<file path="src/rtl/mips_pkg.sv">
// Shared constants for the ADD/ADDI-only MIPS core: opcodes, register indices,
// instruction field positions and the fixed 8-word program ROM.
package mips_pkg;

    localparam int DATA_W    = 32;
    localparam int ROM_DEPTH = 8;
    localparam int PC_W      = $clog2(ROM_DEPTH);
    localparam int REG_AW    = 5;
    localparam int IN_W      = 9;
    localparam int LED_W     = 10;

    localparam logic [5:0] OP_RTYPE = 6'h00;
    localparam logic [5:0] OP_ADDI  = 6'h08;
    localparam logic [5:0] FN_ADD   = 6'h20;

    localparam logic [REG_AW-1:0] REG_ZERO = 5'd0;
    localparam logic [REG_AW-1:0] REG_IN   = 5'd1;
    localparam logic [REG_AW-1:0] REG_OUT  = 5'd2;

    localparam int OP_LSB  = 26;
    localparam int RS_LSB  = 21;
    localparam int RT_LSB  = 16;
    localparam int RD_LSB  = 11;
    localparam int SH_LSB  = 6;
    localparam int FN_LSB  = 0;
    localparam int IMM_LSB = 0;

    typedef logic [31:0] instr_t;
    typedef instr_t rom_t [ROM_DEPTH];

    // addi r3,r0,3 ; add r4,r1,r1 ; add r2,r4,r3 ; addi r5,r2,-1 ; 4 x NOP
    localparam rom_t ROM_IMAGE = '{
        32'h2003_0003,
        32'h0021_2020,
        32'h0083_1020,
        32'h2045_FFFF,
        32'h0000_0000,
        32'h0000_0000,
        32'h0000_0000,
        32'h0000_0000
    };

    function automatic logic [5:0] f_opcode(input instr_t instr);
        return instr[OP_LSB +: 6];
    endfunction

    function automatic logic [5:0] f_funct(input instr_t instr);
        return instr[FN_LSB +: 6];
    endfunction

    function automatic logic [REG_AW-1:0] f_rs(input instr_t instr);
        return instr[RS_LSB +: REG_AW];
    endfunction

    function automatic logic [REG_AW-1:0] f_rt(input instr_t instr);
        return instr[RT_LSB +: REG_AW];
    endfunction

    function automatic logic [REG_AW-1:0] f_rd(input instr_t instr);
        return instr[RD_LSB +: REG_AW];
    endfunction

    function automatic logic [DATA_W-1:0] f_sext16(input instr_t instr);
        return {{(DATA_W-16){instr[IMM_LSB+15]}}, instr[IMM_LSB +: 16]};
    endfunction

endpackage

</file>
<file path="src/rtl/mips_regfile.sv">
// 32 x DATA_W register file: r0 is hard zero, r1 mirrors the switch input,
// r2..r31 are storage cleared by the synchronous active-low reset.
module mips_regfile
    import mips_pkg::*;
(
    input  logic              clk_i,
    input  logic              rst_n_i,
    input  logic [IN_W-1:0]   sw_data_i,
    input  logic [REG_AW-1:0] ra_addr_i,
    input  logic [REG_AW-1:0] rb_addr_i,
    output logic [DATA_W-1:0] ra_data_o,
    output logic [DATA_W-1:0] rb_data_o,
    input  logic              we_i,
    input  logic [REG_AW-1:0] wa_i,
    input  logic [DATA_W-1:0] wd_i
);

    logic [DATA_W-1:0] regs_q [2:31];
    logic [DATA_W-1:0] sw_ext_s;

    assign sw_ext_s = {{(DATA_W-IN_W){1'b0}}, sw_data_i};

    // Read port A: r0/r1 are synthesised, never stored
    always_comb begin
        ra_data_o = '0;
        case (ra_addr_i)
            REG_ZERO: ra_data_o = '0;
            REG_IN:   ra_data_o = sw_ext_s;
            default:  ra_data_o = regs_q[ra_addr_i];
        endcase
    end

    // Read port B
    always_comb begin
        rb_data_o = '0;
        case (rb_addr_i)
            REG_ZERO: rb_data_o = '0;
            REG_IN:   rb_data_o = sw_ext_s;
            default:  rb_data_o = regs_q[rb_addr_i];
        endcase
    end

    // Write port; writes to r0/r1 fall outside the storage and are dropped
    always_ff @(posedge clk_i) begin
        if (!rst_n_i) begin
            for (int i = 2; i < 32; i++) begin
                regs_q[i] <= '0;
            end
        end else if (we_i && (wa_i >= REG_OUT)) begin
            regs_q[wa_i] <= wd_i;
        end
    end

endmodule

</file>
<file path="src/rtl/mips_add_addi_wrap.sv">
// MAX10 board wrapper: single-cycle ADD/ADDI core running the ROM program, r2 on LEDR.
// Optional macro LED_PC_DEBUG_EN shows PC[2:0] on LEDR[9:7].
module mips_add_addi_wrap
    import mips_pkg::*;
(
    input  logic             MAX10_CLK1_50,
    input  logic [9:0]       SW,
    output logic [LED_W-1:0] LEDR
);

    logic              rst_n_s;
    logic [PC_W-1:0]   pc_q;
    logic [PC_W-1:0]   pc_d;
    logic [LED_W-1:0]  led_q;
    logic [LED_W-1:0]  led_d;
    instr_t            instr_s;
    logic [DATA_W-1:0] rs_data_s;
    logic [DATA_W-1:0] rt_data_s;
    logic              we_s;
    logic [REG_AW-1:0] wa_s;
    logic [DATA_W-1:0] wd_s;
    logic              unused_shamt_s;

    assign rst_n_s        = SW[9];
    assign instr_s        = ROM_IMAGE[pc_q];
    assign unused_shamt_s = ^instr_s[SH_LSB +: 5];

    mips_regfile u_rf (
        .clk_i     (MAX10_CLK1_50),
        .rst_n_i   (rst_n_s),
        .sw_data_i (SW[IN_W-1:0]),
        .ra_addr_i (f_rs(instr_s)),
        .rb_addr_i (f_rt(instr_s)),
        .ra_data_o (rs_data_s),
        .rb_data_o (rt_data_s),
        .we_i      (we_s),
        .wa_i      (wa_s),
        .wd_i      (wd_s)
    );

    // Decode and ALU; unknown encodings fall through as NOPs
    always_comb begin
        we_s = 1'b0;
        wa_s = REG_ZERO;
        wd_s = '0;
        case (f_opcode(instr_s))
            OP_RTYPE: begin
                if (f_funct(instr_s) == FN_ADD) begin
                    we_s = 1'b1;
                    wa_s = f_rd(instr_s);
                    wd_s = rs_data_s + rt_data_s;
                end else begin
                    we_s = 1'b0;
                end
            end
            OP_ADDI: begin
                we_s = 1'b1;
                wa_s = f_rt(instr_s);
                wd_s = rs_data_s + f_sext16(instr_s);
            end
            default: begin
                we_s = 1'b0;
            end
        endcase
    end

    // Next PC and LED shadow of r2
    always_comb begin
        if (pc_q == PC_W'(ROM_DEPTH-1)) begin
            pc_d = '0;
        end else begin
            pc_d = pc_q + PC_W'(1);
        end
        if (we_s && (wa_s == REG_OUT)) begin
            led_d = wd_s[LED_W-1:0];
        end else begin
            led_d = led_q;
        end
    end

    // PC and LED registers; reset wins over any writeback in the same cycle
    always_ff @(posedge MAX10_CLK1_50) begin
        if (!rst_n_s) begin
            pc_q  <= '0;
            led_q <= '0;
        end else begin
            pc_q  <= pc_d;
            led_q <= led_d;
        end
    end

`ifdef LED_PC_DEBUG_EN
    logic unused_led_s;
    assign unused_led_s = ^led_q[LED_W-1:7];
    assign LEDR = {pc_q[2:0], led_q[6:0]};
`else
    assign LEDR = led_q;
`endif

endmodule

</file>
<file path="config.mk">
export PLATFORM = sky130hd
export DESIGN_NAME = mips_add_addi_wrap
export DESIGN_NICKNAME = d
export VERILOG_FILES = /design/src/rtl/mips_pkg.sv /design/src/rtl/mips_regfile.sv /design/src/rtl/mips_add_addi_wrap.sv
export SDC_FILE = /design/constraint.sdc
export NUM_CORES = 1
export LEC_CHECK = 0
export CAP_MARGIN = 20
export CORE_MARGIN = 4
export CORE_UTILIZATION = 50
export DETAILED_ROUTE_END_ITERATION = 8
export PLACE_DENSITY_LB_ADDON = 0.25
export SLEW_MARGIN = 30
export SYNTH_ARGS = -nofsm -noshare
export SYNTH_HDL_FRONTEND = slang
export SYNTH_SLANG_ARGS = --single-unit
</file>
<file path="constraint.sdc">
create_clock -name MAX10_CLK1_50 -period 7.2 [get_ports MAX10_CLK1_50]
set_input_delay 1.44 -clock MAX10_CLK1_50 [delete_from_list [all_inputs] [get_ports MAX10_CLK1_50]]
set_output_delay 1.44 -clock MAX10_CLK1_50 [all_outputs]
set_load 0.02 [all_outputs]
</file>
After elaboration in Yosys (flattened, before gate mapping)
Memories as Yosys holds them, arrays and structs flattened.
Index checks and enable logic that the tools add are counted.
{ "word_totals": {"ff_bits": 13, "mem_bits_rw": 960, "romBits": 256, "input_bits": 11, "memories": 2} }
{ "memory_table": {"columns": ["name", "depth", "width", "rd", "rd_ports_with_merged_regs", "wr", "line", "source"], "rows": [
  ["u_rf.regs_q", 30, 32, 2, 0, 30, "mips_regfile.sv:18", "logic [DATA_W-1:0] regs_q [2:31];"],
  ["(name not given)", 8, 32, 1, 0, 0, "mips_add_addi_wrap.sv:25", "assign instr_s = ROM_IMAGE[pc_q];"]
]} }
{ "op_classes": {"add_sub_neg": 3, "order_cmp": 2, "n_eq_ne": 6, "n_mux": 17, "bitwise": 2, "reduce_logical": 7} }
{ "op_table": {"columns": ["op", "count"], "rows": [
  ["$pmux 32 s2", 3],
  ["$mux 32", 4],
  ["$add 32x32->32", 2],
  ["$reduce_or 32->1", 1],
  ["$eq 5x1->1 const B", 2],
  ["$logic_not 5->1", 2],
  ["$mux 5", 2],
  ["$pmux 5 s2", 1],
  ["$eq 6x4->1 const B", 1],
  ["$eq 6x6->1 const B", 1],
  ["$logic_not 6->1", 1],
  ["$mux 1", 6],
  ["$eq 5x2->1 const B", 1],
  ["$ge 5x2->1 const B", 1],
  ["$ge 4x4->1 const B", 1],
  ["$not 3->4", 1],
  ["$add 3x1->3 const B", 1],
  ["$eq 3x3->1 const B", 1],
  ["$logic_and 1x1->1", 2],
  ["$pmux 1 s2", 1],
  ["$reduce_or 2->1", 1],
  ["$not 1->1", 1]
]} }

Logic depth before layout (Yosys ltp)
{ "logic_depth": {"depth_word": 14, "ltp_mapped": 20, "ltp_nobuf": 16} }

Cells and area by module
A second synthesis with hierarchy kept.
{ "unflattened": {"hier_cells": 4230, "area_unflattened_um2": 59219.3} }
{ "by_module_without_submodules": {"columns": ["module", "n_inst", "cells_per_inst", "area_per_inst_um2"], "rows": [
  ["mips_regfile", 1, 3565, 54627.4],
  ["mips_add_addi_wrap", 1, 665, 4591.9]
]} }

Worst setup path after synthesis
Ideal clock, no wire load.
{ "synth_path": {"kind": "reg2reg", "startpoint": "register pc_q[2]", "endpoint": "memory u_rf.regs_q[4][8] (data pin)", "setup_ns": 0.270, "t_arrival_ns": 4.280, "required_ns": 6.930, "path_slack_ns": 2.650, "path_stages_with_launch": 19, "n_path_buf": 5, "period_less_slack_ns": 4.550, "path_cell_list": "dfxtp_1 inv_2 clkbuf_1 ha_1 buf_6 buf_6 clkbuf_1 buf_1 mux4_2 a21oi_1 o21ai_1 ha_1 nor2b_1 o31a_1 o21ba_2 or4_1 o311a_1 o21ai_2 a21oi_1"} }
{ "synth_lines": {"columns": ["element", "line", "source"], "rows": [
  ["start, declared", "mips_add_addi_wrap.sv:12", "logic [PC_W-1:0] pc_q;"],
  ["start signal, assigned", "mips_add_addi_wrap.sv:87", "pc_q <= pc_d;"],
  ["end, declared", "mips_regfile.sv:18", null]
]} }

==> run metrics <==
EDFF count, synth=80; Ports=21; Power Total=1.50 mW; Slowest cell on crit path=a22oi_1; Final Hold Fails=0; Reg2Reg Depth=17; Cells after Synth=516; I/O Buffers=20; crit-path cells=inv_2 > ha_2 > buf_4 > inv_2 > o21ai_1 > nor2_1 > a221oi_1 > ha_1 > inv_1 > fa_1 > nor2b_1 > o31a_1 > o21a_1 > nor2_1 > xnor2_1 > a22oi_1 > nor2_1; vias per cell=approximately 6.2; post-route ant nets=0; asr flop ratio synth=0; final wirelength=15,200 um; fin crit share=0.742; Lkg Pwr=~2.3 nW; max-slew violations=0; Total Routing Usage GR=0.248; DP Wirelength=approximately 11,000 um; cts hold-fix bufs=0; FF-to-FF End=u_rf.regs_q[4][6]; largest cells by area after synthesis=edfxtp_1 43%, mux4_2 6.4%, nor2_1 5.7%, ha_1 4.9%, dfxtp_1 4.6%; CTS clk-pin slew, worst paths=0.09 ns; area grow syn2layout=9.75%; Die Wd=114 um; worst-path fanout max=22; Max Clk Rate=approximately 190 MHz; Initial Utilization=0.515; Worst Hold Launch=LEDR[7]; met2 routed WL=6910 um; TritonCTS Buffers=9; pin count of the biggest net entering global routing=23; Layout Skew=0.00881 ns; via count=about 4,300; CP Launch Point=pc_q[2]; critical path class=flip-flop to flip-flop; 1st-iter DRT viols=401; Cell Rows=38; max_cap viols=0; RSZ-0062 raised after global routing=false; CTS tree=yes; Routability Congestion=0.956; clock buffer depth=2; commonest non-fill, non-tap cells in the layout=85 x nor2_1, 80 x edfxtp_1, 41 x nand2_1; Most used DFF post-synth=edfxtp_1; core footprint=10,900 um^2; Max Used Layer=met4; status=completed; CP Launch Type=flip-flop; GRT overflow=0; DR WL/cell=22.1 um; root buffer cell=clkbuf_8; die area=13,000 um^2; yosys warns=0; Setup-failing EPs final=0; DR DRC count=0; area leader, netlist=edfxtp_1; most common cell after layout, fill and taps aside=nor2_1; initial antenna violation count=0; diode count=0; CTS sink cnt=93; layout cells sized above 1=0.128; Avg Inst Size Synth=10.9 um^2; first-pass GRT wire length=between 20,000 and 25,000 um; drt first pass iters=5; number of synthesized register bits=93; hold slack=approximately 0.48 ns; Top Family by Delay on Critical Path=compound AO/OA/AOI/OAI gates; PD cells=243 nW/um^2; reg-to-reg critical path startpoint=pc_q[2]; Worst setup EP type=flip-flop; Worst path most repeated cell=nor2_1; hold depth=2; hold crit path type=flip-flop to flip-flop; Req. time, crit path=roughly 7.3 ns; Final Critical Period=5.34 ns; CTS-repair resized insts=0; vias in the first global route=4,222; Worst Path Arrival=between 5 and 6 ns; utilization after layout=0.565; VDD IR max=0.162 mV; Yosys top cell area share=0.429; Syn Std Cell Area=roughly 5600 um^2; Crit path buffers/inverters=4; Slew Limit Headroom=0.326; count of cell types in the netlist=71; Final #Nets=579; Seq/Total Area, Yosys=0.475; Clock Latency Late Sink=0.37 ns; reg-to-reg slack, setup=around 1.9 ns; met1 wire length=approximately 6600 um; die height=approximately 110 um; postcts setup bufs=0; met3 WL=1390 um; Final TNS setup=0 ns; Hold EP=LEDR[7]; transition time of the tightest slew-check pin=1.01 ns; H-tree depth=3; Slowest Stage Delay on Critical Path=just over 0.7 ns
[worst reg2reg max path, cell delays in order, from the launching register on]
cell	delay (ns)
dfxtp_1	0.53
inv_2	0.31
ha_2	0.56
buf_4	0.41
inv_2	0.17
o21ai_1	0.45
nor2_1	0.08
a221oi_1	0.34
ha_1	0.28
inv_1	0.07
fa_1	0.41
nor2b_1	0.17
o31a_1	0.17
o21a_1	0.12
nor2_1	0.04
xnor2_1	0.13
a22oi_1	0.72
nor2_1	0.12
[cells in the mapped netlist, types with 2 or more instances]
cell type	n
nand3_1	6
edfxtp_1	80
xnor2_1	11
mux4_2	16
o21bai_1	3
nor2b_1	3
and2_1	2
buf_1	2
and3_1	8
dfxtp_1	13
or4_1	2
a21oi_1	34
clkbuf_1	16
a211oi_1	10
nand2_1	41
nor2_2	2
o31a_1	2
or3_1	3
o21ai_0	19
nand4_1	3
a21oi_2	4
inv_2	6
buf_6	5
a221oi_1	8
fa_1	2
a21o_1	5
o21a_1	4
mux2i_1	17
inv_1	14
nor2_1	85
ha_1	22
nor3_1	5
a22oi_1	2
o21ai_1	12
nand2b_1	5
buf_2	4
mux2_2	2
a31oi_1	3
o211ai_1	3
[cell families after synthesis]
| group | share of synthesized area |
|---|---|
| AO/OA/AOI/OAI | 0.161 |
| XOR/XNOR | 0.0187 |
| adder cells (fa/ha/maj) | 0.0562 |
| buffers and inverters | 0.0397 |
| flip-flops | 0.475 |
| multiplexers | 0.104 |
| other | 0.000669 |
| AND/OR/NAND/NOR | 0.145 |
[metrics by stage]
| step | instances | cell area [um^2] | setup slack (ns) |
|---|---|---|---|
| 6_report | 689 | 6150 | 1.86 |
| 5_1_grt | 689 | 6150 | 1.44 |
| 4_1_cts | 689 | 6150 | 1.73 |
| 3_5_place_dp | 673 | 5950 | 1.76 |
| 3_3_place_gp | 673 | 5950 | 1.90 |
| 2_1_floorplan | 535 | 5680 | 2.65 |
[final cells by class]
cell class / count / area, um^2
clock buffer: 10 / 128
sequential: 93 / 2660
timing repair buffer: 25 / 238
tap: 140 / 175
clock inverter: 6 / 70.1
inverter: 21 / 78.8
fill: 931 / 4740
multi-input combinational: 394 / 2800
[routing by layer]
| layer | track usage | vias to the layer above |
|---|---|---|
| met4 | 0.0721 | 0 |
| met1 | 0.350 | 2075 |
| met5 | 0 | - |
| met2 | 0.383 | 209 |
| met3 | 0.0610 | 22 |
| li1 | - | 1951 |
[how the worst max path moves through the flow]
stage          cells past startpoint  slack [ns]           endpoint
2_1_floorplan                     18        2.65  u_rf.regs_q[4][8]
3_3_place_gp                      17        1.90  u_rf.regs_q[3][6]
3_5_place_dp                      17        1.76  u_rf.regs_q[4][6]
4_1_cts                           17        1.73  u_rf.regs_q[4][6]
5_1_grt                           17        1.44  u_rf.regs_q[4][6]
6_report                          17        1.86  u_rf.regs_q[4][6]
[flip-flops by register name (all words and copies together), names as in the netlist]
signal	flops
pc_q	3
u_rf.regs_q	80
LEDR	10
[where the power goes]
part	leakage, nW	switching, mW	internal, mW	total [mW]
Combinational	1.23	0.303	0.169	0.472
Clock	0.0964	0.191	0.164	0.355
Sequential	0.931	0.0253	0.644	0.669
Total	2.26	0.520	0.976	1.50
Power figures use the tool's default switching activity.
